**config.mk**
```make
export PLATFORM = sky130hd
export DESIGN_NAME = mdu_issue_ctrl_flat
export DESIGN_NICKNAME = d
export VERILOG_FILES = /design/src/rtl/mdu_issue_ctrl_pkg.sv /design/src/rtl/mdu_issue_ctrl_if.sv /design/src/rtl/mdu_issue_ctrl_latency_counter.sv /design/src/rtl/mdu_issue_ctrl.sv /design/src/flat_wrapper.sv
export SDC_FILE = /design/constraint.sdc
export NUM_CORES = 1
export LEC_CHECK = 0
export CORE_MARGIN = 2
export CORE_UTILIZATION = 54
export DETAILED_ROUTE_END_ITERATION = 10
export GPL_ROUTABILITY_DRIVEN = 0
export PLACE_DENSITY = 0.85
export SLEW_MARGIN = 20
export SYNTH_ARGS = -nofsm -noshare
export SYNTH_HDL_FRONTEND = slang
export SYNTH_SLANG_ARGS = --single-unit
```
**constraint.sdc**
```tcl
create_clock -name clk -period 7.5 [get_ports clk]
set_clock_uncertainty 0.1 [all_clocks]
set_input_delay 1.5 -clock clk [delete_from_list [all_inputs] [get_ports clk]]
set_output_delay 1.5 -clock clk [all_outputs]
set_load 0.01 [all_outputs]
```
**src/rtl/mdu_issue_ctrl_pkg.sv**
```systemverilog
// ---------------------------------------------------------------------------
// mdu_issue_ctrl_pkg
//   Shared definitions for the HI/LO multiply/divide issue controller:
//   MDU op encodings, controller FSM state encodings and op-class helpers.
// ---------------------------------------------------------------------------
package mdu_issue_ctrl_pkg;

    // MDU operation codes as carried from the E stage to the MDU.
    typedef enum logic [2:0] {
        MDU_NOP = 3'd0,
        MULT    = 3'd1,
        MULTU   = 3'd2,
        DIV     = 3'd3,
        DIVU    = 3'd4,
        MTLO    = 3'd5,
        MTHI    = 3'd6
    } mdu_op_e;

    // Issue controller FSM states.
    typedef enum logic [1:0] {
        ST_IDLE     = 2'd0,
        ST_MUL_BUSY = 2'd1,
        ST_DIV_BUSY = 2'd2
    } mdu_state_e;

    localparam int CNT_W = 4;

    // Ops that occupy the MDU for several cycles.
    function automatic logic is_muldiv(input mdu_op_e op);
        return (op == MULT) || (op == MULTU) || (op == DIV) || (op == DIVU);
    endfunction

    function automatic logic is_mul(input mdu_op_e op);
        return (op == MULT) || (op == MULTU);
    endfunction

    // Single-cycle HI/LO writes that bypass the latency counter.
    function automatic logic is_mtx(input mdu_op_e op);
        return (op == MTLO) || (op == MTHI);
    endfunction

endpackage

```
**src/rtl/mdu_issue_ctrl_if.sv**
```systemverilog
// ---------------------------------------------------------------------------
// mdu_issue_ctrl_if
//   Pipeline <-> MDU issue controller signal bundle.
//   master : pipeline side (drives E/D-stage info, sees start/stall/status)
//   slave  : issue controller
//   e_valid, e_mdu_op, e_flush, d_uses_hilo  pipeline -> controller
//   mdu_start, mdu_ctrl, mdu_busy, mdu_done,
//   stall_d, stall_cycles, err_overlap       controller -> pipeline/MDU
// ---------------------------------------------------------------------------
interface mdu_issue_ctrl_if;
    import mdu_issue_ctrl_pkg::*;

    logic        e_valid;
    mdu_op_e     e_mdu_op;
    logic        e_flush;
    logic        d_uses_hilo;
    logic        mdu_start;
    mdu_op_e     mdu_ctrl;
    logic        mdu_busy;
    logic        mdu_done;
    logic        stall_d;
    logic [31:0] stall_cycles;
    logic        err_overlap;

    modport master (
        output e_valid, e_mdu_op, e_flush, d_uses_hilo,
        input  mdu_start, mdu_ctrl, mdu_busy, mdu_done,
               stall_d, stall_cycles, err_overlap
    );

    modport slave (
        input  e_valid, e_mdu_op, e_flush, d_uses_hilo,
        output mdu_start, mdu_ctrl, mdu_busy, mdu_done,
               stall_d, stall_cycles, err_overlap
    );

endinterface

```
**src/rtl/mdu_issue_ctrl_latency_counter.sv**
```systemverilog
// ---------------------------------------------------------------------------
// mdu_latency_counter
//   Down-counter tracking remaining MDU busy cycles. Loaded with the op's
//   latency on start, decrements to zero.
//   clk, reset    clock, synchronous active-high reset
//   i_load        load strobe (op start)
//   i_load_val    latency to load
//   o_busy        counter != 0
//   o_done        counter == 1 (last busy cycle, HI/LO written at its end)
//   o_gt1         counter > 1  (result not available next cycle)
// ---------------------------------------------------------------------------
module mdu_latency_counter
    import mdu_issue_ctrl_pkg::*;
(
    input  logic             clk,
    input  logic             reset,
    input  logic             i_load,
    input  logic [CNT_W-1:0] i_load_val,
    output logic             o_busy,
    output logic             o_done,
    output logic             o_gt1
);

    logic [CNT_W-1:0] r_count;

    // NOTE: sequential state uses non-blocking (<=) so every flop samples
    // pre-edge values regardless of block ordering.
    always_ff @(posedge clk) begin
        if (reset)
            r_count <= '0;
        else if (i_load)
            r_count <= i_load_val;
        else if (r_count != '0)
            r_count <= r_count - 1'b1;
    end

    assign o_busy = (r_count != '0);
    assign o_done = (r_count == CNT_W'(1));
    assign o_gt1  = (r_count >  CNT_W'(1));

endmodule

```
**src/rtl/mdu_issue_ctrl.sv**
```systemverilog
// ---------------------------------------------------------------------------
// mdu_issue_ctrl
//   Issues E-stage HI/LO ops to the multiply/divide unit, tracks its latency
//   and stalls D-stage HI/LO users until the result lands. Flushed E-stage
//   ops are dropped; an op already running is never cancelled.
//   Parameters: MULT_CYCLES, DIV_CYCLES  busy cycles per op class (1..15)
//   clk, reset  clock, synchronous active-high reset
//   bus         mdu_issue_ctrl_if.slave (see interface for signal list)
// ---------------------------------------------------------------------------
module mdu_issue_ctrl
    import mdu_issue_ctrl_pkg::*;
#(
    parameter int MULT_CYCLES = 5,
    parameter int DIV_CYCLES  = 10
) (
    input  logic               clk,
    input  logic               reset,
    mdu_issue_ctrl_if.slave    bus
);

    // Latencies must fit the 4-bit counter and be non-zero.
    if (MULT_CYCLES < 1 || MULT_CYCLES > 15) begin : g_bad_mult_cycles
        $error("mdu_issue_ctrl: MULT_CYCLES must be in 1..15");
    end
    if (DIV_CYCLES < 1 || DIV_CYCLES > 15) begin : g_bad_div_cycles
        $error("mdu_issue_ctrl: DIV_CYCLES must be in 1..15");
    end

    localparam logic [CNT_W-1:0] MULT_LOAD = CNT_W'(MULT_CYCLES);
    localparam logic [CNT_W-1:0] DIV_LOAD  = CNT_W'(DIV_CYCLES);

    mdu_state_e       r_state;
    logic             r_err_overlap;
    logic [31:0]      r_stall_cycles;

    logic             w_issue_ok;
    logic             w_is_muldiv;
    logic             w_start;
    logic             w_start_muldiv;
    logic [CNT_W-1:0] w_load_val;
    logic             w_cnt_busy;
    logic             w_cnt_done;
    logic             w_cnt_gt1;
    logic             w_stall;

    assign w_issue_ok  = bus.e_valid & ~bus.e_flush & (bus.e_mdu_op != MDU_NOP) & ~reset;
    assign w_is_muldiv = is_muldiv(bus.e_mdu_op);

    // MTLO/MTHI write HI/LO directly and may go while a mul/div runs;
    // mul/div must wait for the unit to be free.
    assign w_start        = w_issue_ok & (is_mtx(bus.e_mdu_op) | (w_is_muldiv & ~w_cnt_busy));
    assign w_start_muldiv = w_start & w_is_muldiv;
    assign w_load_val     = is_mul(bus.e_mdu_op) ? MULT_LOAD : DIV_LOAD;

    mdu_latency_counter u_latency (
        .clk        (clk),
        .reset      (reset),
        .i_load     (w_start_muldiv),
        .i_load_val (w_load_val),
        .o_busy     (w_cnt_busy),
        .o_done     (w_cnt_done),
        .o_gt1      (w_cnt_gt1)
    );

    // Stall lasts while the result is still more than one cycle away; it
    // drops in the done cycle so the D instruction reaches E after the write.
    assign w_stall = bus.d_uses_hilo & ~reset & (w_cnt_gt1 | w_start_muldiv);

    always_ff @(posedge clk) begin
        if (reset) begin
            r_state        <= ST_IDLE;
            r_err_overlap  <= 1'b0;
            r_stall_cycles <= '0;
        end else begin
            case (r_state)
                ST_IDLE: begin
                    if (w_start_muldiv)
                        r_state <= is_mul(bus.e_mdu_op) ? ST_MUL_BUSY : ST_DIV_BUSY;
                end
                ST_MUL_BUSY, ST_DIV_BUSY: begin
                    if (w_cnt_done)
                        r_state <= ST_IDLE;
                end
                default: r_state <= ST_IDLE;
            endcase

            // Sticky: a mul/div reached E while the unit was still busy.
            if (w_issue_ok & w_is_muldiv & w_cnt_busy)
                r_err_overlap <= 1'b1;

            if (w_stall)
                r_stall_cycles <= r_stall_cycles + 32'd1;
        end
    end

    assign bus.mdu_start    = w_start;
    assign bus.mdu_ctrl     = w_start ? bus.e_mdu_op : MDU_NOP;
    assign bus.mdu_busy     = w_cnt_busy;
    assign bus.mdu_done     = w_cnt_done & (r_state != ST_IDLE) & ~reset;
    assign bus.stall_d      = w_stall;
    assign bus.stall_cycles = r_stall_cycles;
    assign bus.err_overlap  = r_err_overlap;

endmodule

```
**src/flat_wrapper.sv**
```systemverilog
// flat-port wrapper written by rule: the top's interface ports become plain ports
module mdu_issue_ctrl_flat import mdu_issue_ctrl_pkg::*;
#(
    parameter int MULT_CYCLES = 5,
    parameter int DIV_CYCLES  = 10
)
  (clk, reset, bus_e_valid, bus_e_mdu_op, bus_e_flush, bus_d_uses_hilo, bus_mdu_start, bus_mdu_ctrl, bus_mdu_busy, bus_mdu_done, bus_stall_d, bus_stall_cycles, bus_err_overlap);
  mdu_issue_ctrl_if bus_i ();
  input  logic clk;
  input  logic reset;
  input wire logic [$bits(bus_i.e_valid)-1:0] bus_e_valid;
  input wire logic [$bits(bus_i.e_mdu_op)-1:0] bus_e_mdu_op;
  input wire logic [$bits(bus_i.e_flush)-1:0] bus_e_flush;
  input wire logic [$bits(bus_i.d_uses_hilo)-1:0] bus_d_uses_hilo;
  output wire logic [$bits(bus_i.mdu_start)-1:0] bus_mdu_start;
  output wire logic [$bits(bus_i.mdu_ctrl)-1:0] bus_mdu_ctrl;
  output wire logic [$bits(bus_i.mdu_busy)-1:0] bus_mdu_busy;
  output wire logic [$bits(bus_i.mdu_done)-1:0] bus_mdu_done;
  output wire logic [$bits(bus_i.stall_d)-1:0] bus_stall_d;
  output wire logic [$bits(bus_i.stall_cycles)-1:0] bus_stall_cycles;
  output wire logic [$bits(bus_i.err_overlap)-1:0] bus_err_overlap;
  assign bus_i.e_valid = bus_e_valid;
  assign bus_i.e_mdu_op = bus_e_mdu_op;
  assign bus_i.e_flush = bus_e_flush;
  assign bus_i.d_uses_hilo = bus_d_uses_hilo;
  assign bus_mdu_start = bus_i.mdu_start;
  assign bus_mdu_ctrl = bus_i.mdu_ctrl;
  assign bus_mdu_busy = bus_i.mdu_busy;
  assign bus_mdu_done = bus_i.mdu_done;
  assign bus_stall_d = bus_i.stall_d;
  assign bus_stall_cycles = bus_i.stall_cycles;
  assign bus_err_overlap = bus_i.err_overlap;
  mdu_issue_ctrl #(.MULT_CYCLES(MULT_CYCLES), .DIV_CYCLES(DIV_CYCLES)) u_core (.clk(clk), .reset(reset), .bus(bus_i));
endmodule
```
==> impl_metrics.prom <==
# TYPE chip_impl_metric gauge
chip_impl_metric{name="grt_antenna_before_repair",unit=""} 0
chip_impl_metric{name="h-tree-depth",unit=""} 2
chip_impl_info{name="synth.largest_area_cell",value="sky130_fd_sc_hd__dfxtp_1"} 1
chip_impl_metric{name="dr_total_vias",unit=""} 1995
chip_impl_metric{name="cell_pwr_density",unit="nW/um2"} 186
chip_impl_info{name="delay_heaviest_family_cp",value="buffers and inverters"} 1
chip_impl_metric{name="cts_sinks",unit=""} 39
chip_impl_info{name="post_synth_top_flop",value="sky130_fd_sc_hd__dfxtp_1"} 1
chip_impl_metric{name="post-route-drc-count",unit=""} 0
chip_impl_metric{name="timing.critical_path.required",unit="ns"} 5.90
chip_impl_metric{name="die-area",unit="um2"} 4460
chip_impl_metric{name="cellLeakagePower",unit="nW"} 0.864
chip_impl_metric{name="postSynthAreaPerCell",unit="um2"} 8.48
chip_impl_metric{name="detailed_place_hpwl",unit="um"} 3460
chip_impl_info{name="synth.most_common_cell",value="sky130_fd_sc_hd__dfxtp_1"} 1
chip_impl_metric{name="ys_seq_area_share",unit="%"} 36.7
chip_impl_metric{name="critical_path_arrival",unit="ns"} 3.92
chip_impl_metric{name="detail_route.wirelength",unit="um"} 4850
chip_impl_metric{name="port-buffer-count",unit=""} 47
chip_impl_metric{name="number_of_register_bits_inferred_by_synthesis",unit=""} 39
chip_impl_metric{name="max-cap-violations",unit=""} 0
chip_impl_info{name="critPathKind",value="in -> out"} 1
chip_impl_metric{name="grt.total_usage",unit="%"} 23.0
chip_impl_metric{name="drtPass1Iterations",unit=""} 4
chip_impl_metric{name="die_w",unit="um"} 66.8
chip_impl_metric{name="die_height",unit="um"} 66.8
chip_impl_metric{name="global_route.overflow_total",unit=""} 0
chip_impl_metric{name="timing.final.ws_setup",unit="ns"} 1.98
chip_impl_info{name="clk_root_buffer_cell",value="sky130_fd_sc_hd__clkbuf_8"} 1
chip_impl_metric{name="drt.antenna.violating_nets",unit=""} 0
chip_impl_metric{name="yosysUniqueCellTypes",unit=""} 47
chip_impl_metric{name="cts_made_buffers",unit=""} 5
chip_impl_metric{name="highest_clock_rate",unit="MHz"} 181
chip_impl_metric{name="clk_transition_reported_paths",unit="ns"} 0.07
chip_impl_metric{name="worstMarginPinSlew",unit="ns"} 0.832
chip_impl_metric{name="max_slew_margin",unit="%"} 43.1
chip_impl_info{name="startpoint_type",value="input port"} 1
chip_impl_metric{name="via_count_of_the_first_global_routing_pass",unit=""} 1786
chip_impl_metric{name="num_io_pins",unit=""} 48
chip_impl_metric{name="report.final.hold_viol_count",unit=""} 0
chip_impl_metric{name="critical_path_maximum_fanout",unit=""} 25
chip_impl_metric{name="netlist_area",unit="um2"} 2130
chip_impl_metric{name="place_area",unit="um2"} 2640
chip_impl_metric{name="count_of_yosys_warnings_during_synthesis",unit=""} 0
chip_impl_info{name="post_synth_most_frequent_cells",value="sky130_fd_sc_hd__dfxtp_1 (39), sky130_fd_sc_hd__nand2_1 (21), sky130_fd_sc_hd__nor2_1 (21)"} 1
chip_impl_metric{name="synthToLayoutAreaGrowth",unit="%"} 28.0
chip_impl_metric{name="post_cts.resized_instances",unit=""} 0
chip_impl_metric{name="asyncSetResetFlopFracSynth",unit="%"} 0
chip_impl_metric{name="detailedRoute.firstIterationViolations",unit=""} 181
chip_impl_metric{name="initial_util",unit="%"} 57.3
chip_impl_metric{name="post-cts-setup-buffers",unit=""} 0
chip_impl_metric{name="layout.nets",unit=""} 311
chip_impl_metric{name="core_area",unit="um2"} 3720
chip_impl_metric{name="row_count",unit=""} 22
chip_impl_metric{name="timing.setup.tns",unit="ns"} 0
chip_impl_info{name="grt_setup_unrepaired",value="no"} 1
chip_impl_info{name="crit_path_end_kind",value="output port"} 1
chip_impl_metric{name="grt_pass1_wl",unit="um"} 7890
chip_impl_metric{name="cts_max_path_buffers",unit=""} 2
chip_impl_info{name="worst_hold_path_type",value="reg -> reg"} 1
chip_impl_info{name="crit_path_frequent_cell",value="sky130_fd_sc_hd__clkdlybuf4s50_1"} 1
chip_impl_metric{name="drt_via_density",unit=""} 5.75
chip_impl_metric{name="post_synth_net_total",unit=""} 264
chip_impl_metric{name="worst_ir_drop_vdd",unit="mV"} 0.214
chip_impl_metric{name="preCtsSetupSlack",unit="ns"} 1.99
chip_impl_metric{name="grt_max_degree",unit=""} 26
chip_impl_metric{name="crit_buf_inv",unit=""} 3
chip_impl_info{name="worstPathCellList",value="clkdlybuf4s50_1 > buf_4 > nor4b_1 > and2_1 > clkdlybuf4s50_1"} 1
chip_impl_metric{name="post_drt_wl_per_cell",unit="um"} 14.0
chip_impl_metric{name="cts.hold.buffers_added",unit=""} 0
chip_impl_info{name="slowest_stage",value="sky130_fd_sc_hd__clkdlybuf4s50_1"} 1
chip_impl_metric{name="timing.hold.ws",unit="ns"} 0.357
chip_impl_metric{name="clock_insertion_delay_worst_skew",unit="ns"} 0.30
chip_impl_metric{name="antenna_cells_inserted",unit=""} 0
chip_impl_metric{name="finalCriticalPeriod",unit="ns"} 5.52
chip_impl_metric{name="netlist.area_leader.share",unit="%"} 36.7
chip_impl_metric{name="proportion_of_layout_cells_with_a_drive_suffix_above_1",unit="%"} 7.02
chip_impl_metric{name="timing.final.setup_violations",unit=""} 0
chip_impl_info{name="cts_tree",value="built"} 1
chip_impl_info{name="ys_top_cells_by_area",value="sky130_fd_sc_hd__dfxtp_1 (37%), sky130_fd_sc_hd__xnor2_1 (4.9%), sky130_fd_sc_hd__a21oi_1 (4.7%), sky130_fd_sc_hd__a2111oi_4 (3.9%), sky130_fd_sc_hd__nand2_1 (3.7%)"} 1
chip_impl_metric{name="fin_area",unit="um2"} 2730
chip_impl_metric{name="max_stage_delay",unit="ns"} 0.72
chip_impl_metric{name="synth_cells",unit=""} 251
chip_impl_metric{name="number_of_enable_flip_flop_cells_after_synthesis",unit=""} 0
chip_impl_metric{name="layout_worst_path_cycle_share",unit="%"} 73.7
chip_impl_info{name="outcome",value="finished, final reports clean"} 1
chip_impl_metric{name="finalMaxSlewViolations",unit=""} 0
==> final cells by class <==
class | instances | area [um2]
sequential | 39 | 781
multi-input combinational | 188 | 1260
tap | 48 | 60.1
clock inverter | 1 | 5.00
clock buffer | 7 | 76.3
timing repair buffer | 49 | 485
fill | 302 | 991
inverter | 15 | 56.3
==> kinds of logic (layout without fill, tap and decap cells) <==
logic type | after synthesis | after routing | share of synthesized area [%]
mux | 3 | 3 | 1.41
flops | 39 | 39 | 36.7
compound gates | 64 | 64 | 23.3
buf+inv | 24 | 72 | 4.41
xor+xnor | 14 | 14 | 5.76
simple gates | 102 | 102 | 25.5
fa+ha+maj | 5 | 5 | 2.94
==> stage by stage <==
stage	std cells	utilization, %	power, mW
2_1_floorplan	251	-	0.328
3_3_place_gp	339	71.1	0.370
3_5_place_dp	339	71.1	0.373
4_1_cts	347	73.3	0.509
5_1_grt	347	73.3	0.532
6_report	347	73.3	0.508
==> power breakdown <==
part	total (mW)	switching (mW)	internal (mW)
clock network	0.137	0.0716	0.0652
registers	0.236	0.0149	0.221
logic	0.135	0.0720	0.0634
==> layout by cell type, fill, tap and decap left out, drive strengths merged, types with 4 or more instances in the layout <==
master	count
a21oi	20
nand4	8
nand2	21
nand3	13
nor3	6
and4	4
a211oi	7
clkdlybuf4s50	47
xnor2	12
a2111oi	7
a211o	4
and2	4
or3b	4
ha	5
inv	14
or3	8
dfxtp	39
clkbuf	7
o21ai	13
nor2	21
==> worst paths after layout <==
check	startpoint	end	slack, ns	cells after the start
setup reg to reg	u_core.u_latency.r_count[0]	u_core.r_state[0]	4.81	7
hold reg to reg	u_core.r_state[1]	u_core.r_state[1]	0.36	2
setup / recovery	reset	bus_mdu_ctrl[0]	1.98	5
hold / removal	u_core.r_state[1]	u_core.r_state[1]	0.36	2
==> registers in the layout, indices dropped and copies added, names as in the netlist <==
| name | flops |
|---|---|
| u_core.bus.err_overlap | 1 |
| u_core.bus.stall_cycles | 32 |
| u_core.r_state | 2 |
| u_core.u_latency.r_count | 4 |
==> metal layers <==
metal  part of all wire (%)  up-vias  GRT usage (%)
li1                       -     1013              -
met1                     47      942           28.9
met2                     48       34           37.6
met3                    4.1        6           4.90
met4                    1.1        0           10.2
met5                      0        -              0
==> worst min-delay path: cells and delay by family (launching register included) <==
family | cells | cell delay (ns)
DFF | 1 | 0.31
AOI/OAI and AO/OA | 1 | 0.05
and+or+nand+nor | 1 | 0.05
Power figures use the tool's default switching activity.
